===== config.mk =====
export PLATFORM = sky130hd
export DESIGN_NAME = bin2bcd_seq
export DESIGN_NICKNAME = d
export VERILOG_FILES = /design/src/rtl/bin2bcd_pkg.sv /design/src/rtl/bin2bcd_seq_digit_adj.sv /design/src/rtl/bin2bcd_seq.sv
export SDC_FILE = /design/constraint.sdc
export NUM_CORES = 1
export LEC_CHECK = 0
export BUFFER_PORTS_ARGS = -buffer_cell sky130_fd_sc_hd__buf_2
export CAP_MARGIN = 10
export CORE_MARGIN = 8
export CORE_UTILIZATION = 34
export CTS_BUF_LIST = sky130_fd_sc_hd__clkbuf_2 sky130_fd_sc_hd__clkbuf_4 sky130_fd_sc_hd__clkbuf_8
export DETAILED_ROUTE_END_ITERATION = 16
export HOLD_SLACK_MARGIN = 0.15
export SLEW_MARGIN = 20
export SYNTH_ARGS = -nofsm -noshare
export SYNTH_HDL_FRONTEND = slang
export SYNTH_SLANG_ARGS = --single-unit

===== constraint.sdc =====
create_clock -name clk -period 1.8 [get_ports clk]
set_input_delay 0.27 -clock clk [delete_from_list [all_inputs] [get_ports clk]]
set_output_delay 0.27 -clock clk [all_outputs]
set_load 0.02 [all_outputs]

===== src/rtl/bin2bcd_pkg.sv =====
// Shared definitions for the sequential binary-to-BCD converter.
package bin2bcd_pkg;

    typedef enum logic [1:0] {IDLE, SHIFT, DONE} state_e;

    localparam int unsigned BCD_W = 4;

    // Number of decimal digits needed to hold the largest magnitude of the input range.
    function automatic int unsigned min_digits(input int unsigned bin_w, input bit signed_mode);
        longint unsigned max_mag;
        int unsigned     n;
        max_mag = signed_mode ? (64'd1 << (bin_w - 1)) : ((64'd1 << bin_w) - 64'd1);
        n = 1;
        for (int i = 0; i < 20; i++) begin
            if (max_mag >= 64'd10) begin
                max_mag = max_mag / 64'd10;
                n = n + 1;
            end
        end
        return n;
    endfunction

endpackage


===== src/rtl/bin2bcd_seq_digit_adj.sv =====
// One BCD digit correction cell: add 3 when the digit is 5 or more, before the doubling shift.
module bcd_digit_adj
    import bin2bcd_pkg::*;
(
    input  logic [BCD_W-1:0] digit,
    output logic [BCD_W-1:0] adjusted
);

    always_comb begin
        adjusted = (digit >= BCD_W'(5)) ? digit + BCD_W'(3) : digit;
    end

endmodule


===== src/rtl/bin2bcd_seq.sv =====
// Sequential shift-and-add-3 binary-to-BCD converter, one input bit per clock,
// valid/ready on both sides and a sticky overflow when DIGITS is too narrow.
module bin2bcd_seq
    import bin2bcd_pkg::*;
#(
    parameter int unsigned BIN_W  = 8,
    parameter int unsigned DIGITS = 3,
    parameter bit          SIGNED = 1'b0
) (
    input  logic                      clk,
    input  logic                      rst,
    input  logic                      in_valid,
    output logic                      in_ready,
    input  logic [BIN_W-1:0]          bin,
    output logic                      out_valid,
    input  logic                      out_ready,
    output logic [BCD_W*DIGITS-1:0]   bcd,
    output logic                      sign,
    output logic                      ovf,
    output logic                      busy
);

    localparam int unsigned CNT_W   = $clog2(BIN_W + 1);
    localparam int unsigned FIELD_W = BCD_W * DIGITS;

    if (DIGITS < min_digits(BIN_W, SIGNED)) begin : g_narrow
        $warning("bin2bcd_seq: DIGITS=%0d is below the full-range need of %0d; ovf flags losses",
                 DIGITS, min_digits(BIN_W, SIGNED));
    end

    state_e             state_q, state_d;
    logic [CNT_W-1:0]   cnt_q, cnt_d;
    logic [BIN_W-1:0]   mag_q, mag_d;
    logic [FIELD_W-1:0] field_q, field_d, field_adj;
    logic               neg_q, neg_d;
    logic               ovf_acc_q, ovf_acc_d;
    logic [FIELD_W-1:0] bcd_q, bcd_d;
    logic               sign_q, sign_d;
    logic               ovf_q, ovf_d;

    for (genvar g = 0; g < DIGITS; g++) begin : g_adj
        bcd_digit_adj u_adj (
            .digit    (field_q[g*BCD_W +: BCD_W]),
            .adjusted (field_adj[g*BCD_W +: BCD_W])
        );
    end

    always_comb begin
        state_d   = state_q;
        cnt_d     = cnt_q;
        mag_d     = mag_q;
        field_d   = field_q;
        neg_d     = neg_q;
        ovf_acc_d = ovf_acc_q;
        bcd_d     = bcd_q;
        sign_d    = sign_q;
        ovf_d     = ovf_q;
        in_ready  = 1'b0;
        out_valid = 1'b0;
        busy      = 1'b0;
        unique case (state_q)
            IDLE: begin
                in_ready = 1'b1;
                if (in_valid) begin
                    neg_d     = SIGNED && bin[BIN_W-1];
                    mag_d     = (SIGNED && bin[BIN_W-1]) ? (~bin + BIN_W'(1)) : bin;
                    field_d   = '0;
                    ovf_acc_d = 1'b0;
                    cnt_d     = '0;
                    state_d   = SHIFT;
                end
            end
            SHIFT: begin
                busy = 1'b1;
                {field_d, mag_d} = {field_adj[FIELD_W-2:0], mag_q, 1'b0};
                // The bit leaving the top digit is worth 10^DIGITS.
                ovf_acc_d = ovf_acc_q | field_adj[FIELD_W-1];
                cnt_d     = cnt_q + CNT_W'(1);
                if (cnt_q == CNT_W'(BIN_W - 1)) begin
                    bcd_d   = {field_adj[FIELD_W-2:0], mag_q[BIN_W-1]};
                    ovf_d   = ovf_acc_d;
                    sign_d  = neg_q;
                    state_d = DONE;
                end
            end
            DONE: begin
                out_valid = 1'b1;
                if (out_ready) begin
                    state_d = IDLE;
                end
            end
            default: state_d = IDLE;
        endcase
    end

    always_ff @(posedge clk or posedge rst) begin
        if (rst) begin
            state_q   <= IDLE;
            cnt_q     <= '0;
            mag_q     <= '0;
            field_q   <= '0;
            neg_q     <= 1'b0;
            ovf_acc_q <= 1'b0;
            bcd_q     <= '0;
            sign_q    <= 1'b0;
            ovf_q     <= 1'b0;
        end else begin
            state_q   <= state_d;
            cnt_q     <= cnt_d;
            mag_q     <= mag_d;
            field_q   <= field_d;
            neg_q     <= neg_d;
            ovf_acc_q <= ovf_acc_d;
            bcd_q     <= bcd_d;
            sign_q    <= sign_d;
            ovf_q     <= ovf_d;
        end
    end

    assign bcd  = bcd_q;
    assign sign = sign_q;
    assign ovf  = ovf_q;

endmodule


==> out/summary.txt <==
WP data arrival = 1.85 ns
Non-Filler Instances = 291
Worst-skew pair later-pin latency = 0.29 ns
DR vias/cell = 4.87
Sinks on Clock Net = 40
Sequential fraction of the synthesis area = 52.6%
Top post-synthesis cells by area = dfrtp_1 (53%), o21ai_0 (6.6%), nand2_1 (5.3%)
CTS tree = done
Main combinational cell family by area after synthesis = compound AO/OA/AOI/OAI gates
Initial antenna violation count = 0
Synthesized-area fraction occupied by adder cells = 4.60%
Clock-pin slew on the worst setup and hold paths = 0.07 ns
Power Dens Cells = 1780 mW/mm^2
DR DRC count = 0
Post-CTS Setup Inserts = 0
DR iter-0 viols = 50
Top Ports = 29
Routed WL = 3.89 mm
Simple-Gate Fraction of Synth Area = 11.7%
Worst VDD drop = 0.690 mV
Post-synth cell types = 33
Register bit total from synthesis = 40
Largest net degree at the start of global routing = 41
XOR/XNOR share of the synthesized area = 1.38%
Comb pwr share = 46.3%
Syn_nets = 202
Crit-path cells = inv_1 -> ha_1 -> nand2b_1 -> a21oi_1 -> mux2_2 -> o21ai_0
Mean area per synthesized cell = 10.4 sq um
Core area = 0.00547 sq mm
Layout area overhead = 17.6%
Async set or reset register ratio after synthesis = 100%
CP max FO = 5
Initial DRT Pass Iterations = 4
TritonCTS Buffers = 5
Detail Placement HPWL = 2.80 mm
WL per Instance = 13.4 microns
Placed Cells incl. Taps = 282
Post-CTS Resized = 0
Vias = 1,416
Port Buffer Count = 27
Max Cap Viol = 0
Unrepaired setup endpoints after global routing = no
Tot GR Track Use = 10.1%
Post-synthesis compound-gate area fraction = 20.0%
Setup Skew = 0.00668 ns
Final-report setup violation count = 0
Post-synth EDFFs = 0
Die Y = 90.8 microns
CTS H-tree lvls = 2
Multiplexer share of the synthesized area = 4.67%
Share of layout cells above drive strength 1 = 25.1%
Congestion Overflow GR = 0
Synth warn = 0
Design Power = 3.97 mW
Internal = 2.39 mW
Initial Util = 34.8%
Tcrit/Tclk final = 91.1%
Max frequency = 610 MHz
Synth Instances = 183
CP Class = flip-flop to flip-flop
Row cnt = 27
DRT antenna net count = 0
Synth area leader = dfrtp_1
Worst hold margin = 0.237 ns
Clock root buffer = clkbuf_8
Max-slew headroom = 66.0%
Chip Width = 90.8 microns
Lkg Pwr = 1.06 nW
Clk pwr share = 14.4%
Critical-path top delay cell = dfrtp_1
Yosys top cell area share = 52.6%
Status = finished, final reports clean
Global-route wire length before repair = 6.76 mm
Worst Path Buf+Inv = 1
Minimum clock period = 1.64 ns
CTS max path bufs = 2
Crit path max-delay family = flip-flops
Sw Ratio = 39.8%
Crit end category = flip-flop
Tightest Pin Transition = 0.510 ns
Most common flop cell mapped by yosys = dfrtp_1
Worst Hold Class = primary input to flip-flop
Final Wtd Congestion = 0.765
Vias in the first global route = 1,426
Mapped Area = 0.00190 sq mm
Nets = 238
Final Slew Violations = 0
N_diodes = 0
Sequential share of power = 39.3%
Worst EP required = 2.01 ns
Sw Pwr = 1.58 mW
Delay of the slowest critical-path stage = 0.43 ns
Total die area = 0.00825 sq mm
Startpoint Class = flip-flop
Sum Neg Setup Slack = 0 ns
Final hold violation count = 0
[area by class of cell]
| cell class | count | area [sq um] |
|---|---|---|
| clock buffers | 6 | 76.3 |
| clock inverters | 1 | 5.00 |
| fillers | 560 | 3240 |
| inverters | 10 | 40.0 |
| multi-input cells | 125 | 810 |
| flip-flops and latches | 40 | 1000 |
| well taps | 72 | 90.1 |
| repair buffers | 37 | 215 |
[power by group through the flow]
stage / combinational, mW / clock, mW / sequential [mW]
after floorplan: 1.25 / 0 / 1.69
after global placement: 1.84 / 0 / 1.57
after detailed placement: 1.86 / 0 / 1.59
after CTS: 1.88 / 0.600 / 1.57
after global routing: 2.09 / 0.632 / 1.62
final: 1.84 / 0.570 / 1.56
[Yosys cell counts (2+ instances only)]
| cell type | n |
|---|---|
| inv_1 | 8 |
| nand2b_1 | 3 |
| clkbuf_1 | 2 |
| mux2_4 | 3 |
| nand2_1 | 27 |
| ha_1 | 7 |
| buf_6 | 2 |
| a21oi_1 | 10 |
| nor2_1 | 7 |
| a31o_2 | 2 |
| dfrtp_1 | 40 |
| a22o_1 | 10 |
| a22oi_1 | 7 |
| o21ai_0 | 25 |
| nor3b_1 | 5 |
| mux2_2 | 3 |
| xnor2_1 | 3 |
| o31ai_1 | 2 |
| buf_2 | 3 |
[logic make-up after synthesis]
group	count (synthesis)
simple gates	47
fa+ha+maj	7
buf+inv	18
flops	40
compound gates	60
mux	7
other cells	1
xor+xnor	3
[stage by stage]
step                util [%]  setup WS, ns  area, sq um
global route            40.9        0.0160         2240
floorplan                  -         0.302         1900
detailed placement      39.0         0.169         2140
finish                  40.9         0.160         2240
global placement        39.0         0.179         2140
CTS                     40.9         0.153         2240
[worst paths after layout]
kind,startpoint,end,slack [ns],cells past startpoint
setup / recovery,field_q[0],field_q[2],0.16,6
hold / removal,bin[0],mag_q[0],0.24,2
setup reg to reg,field_q[0],field_q[2],0.16,6
hold reg to reg,bcd[0],bcd[0],0.48,2
max in group asynchronous,rst,mag_q[5],0.80,4
min in group asynchronous,rst,cnt_q[3],0.64,4
[flip-flops by register name (all words and copies together), names as in the netlist]
name	count
bcd	12
field_q	12
mag_q	8
cnt_q	4
state_q	2
ovf	1
ovf_acc_q	1
[layer usage]
layer	vias to the layer above	track usage, %	share of wire, %
li1	712	-	-
met1	680	12.8	50
met2	19	15.5	45
met3	5	3.16	3.1
met4	0	4.09	1.7
met5	-	0	0
[layout by cell type (no fill, tap or decap), drive strengths merged, types with 2 or more instances in the layout]
cell / count
dfrtp: 40
buf: 35
nand2: 28
o21ai: 26
a22o: 10
a21oi: 10
inv: 10
nor2: 7
a22oi: 7
ha: 7
clkbuf: 6
mux2: 6
nor3b: 5
nand2b: 3
xnor2: 3
o31ai: 2
a31o: 2
dlygate4sd3: 2
[repair_timing]
item | in CTS | in global routing
endpoints found under the hold margin | 41 | 0
setup endpoints to repair | 0 | 0
hold buffers | 2 | 0
(Power assumes the default switching activity.)
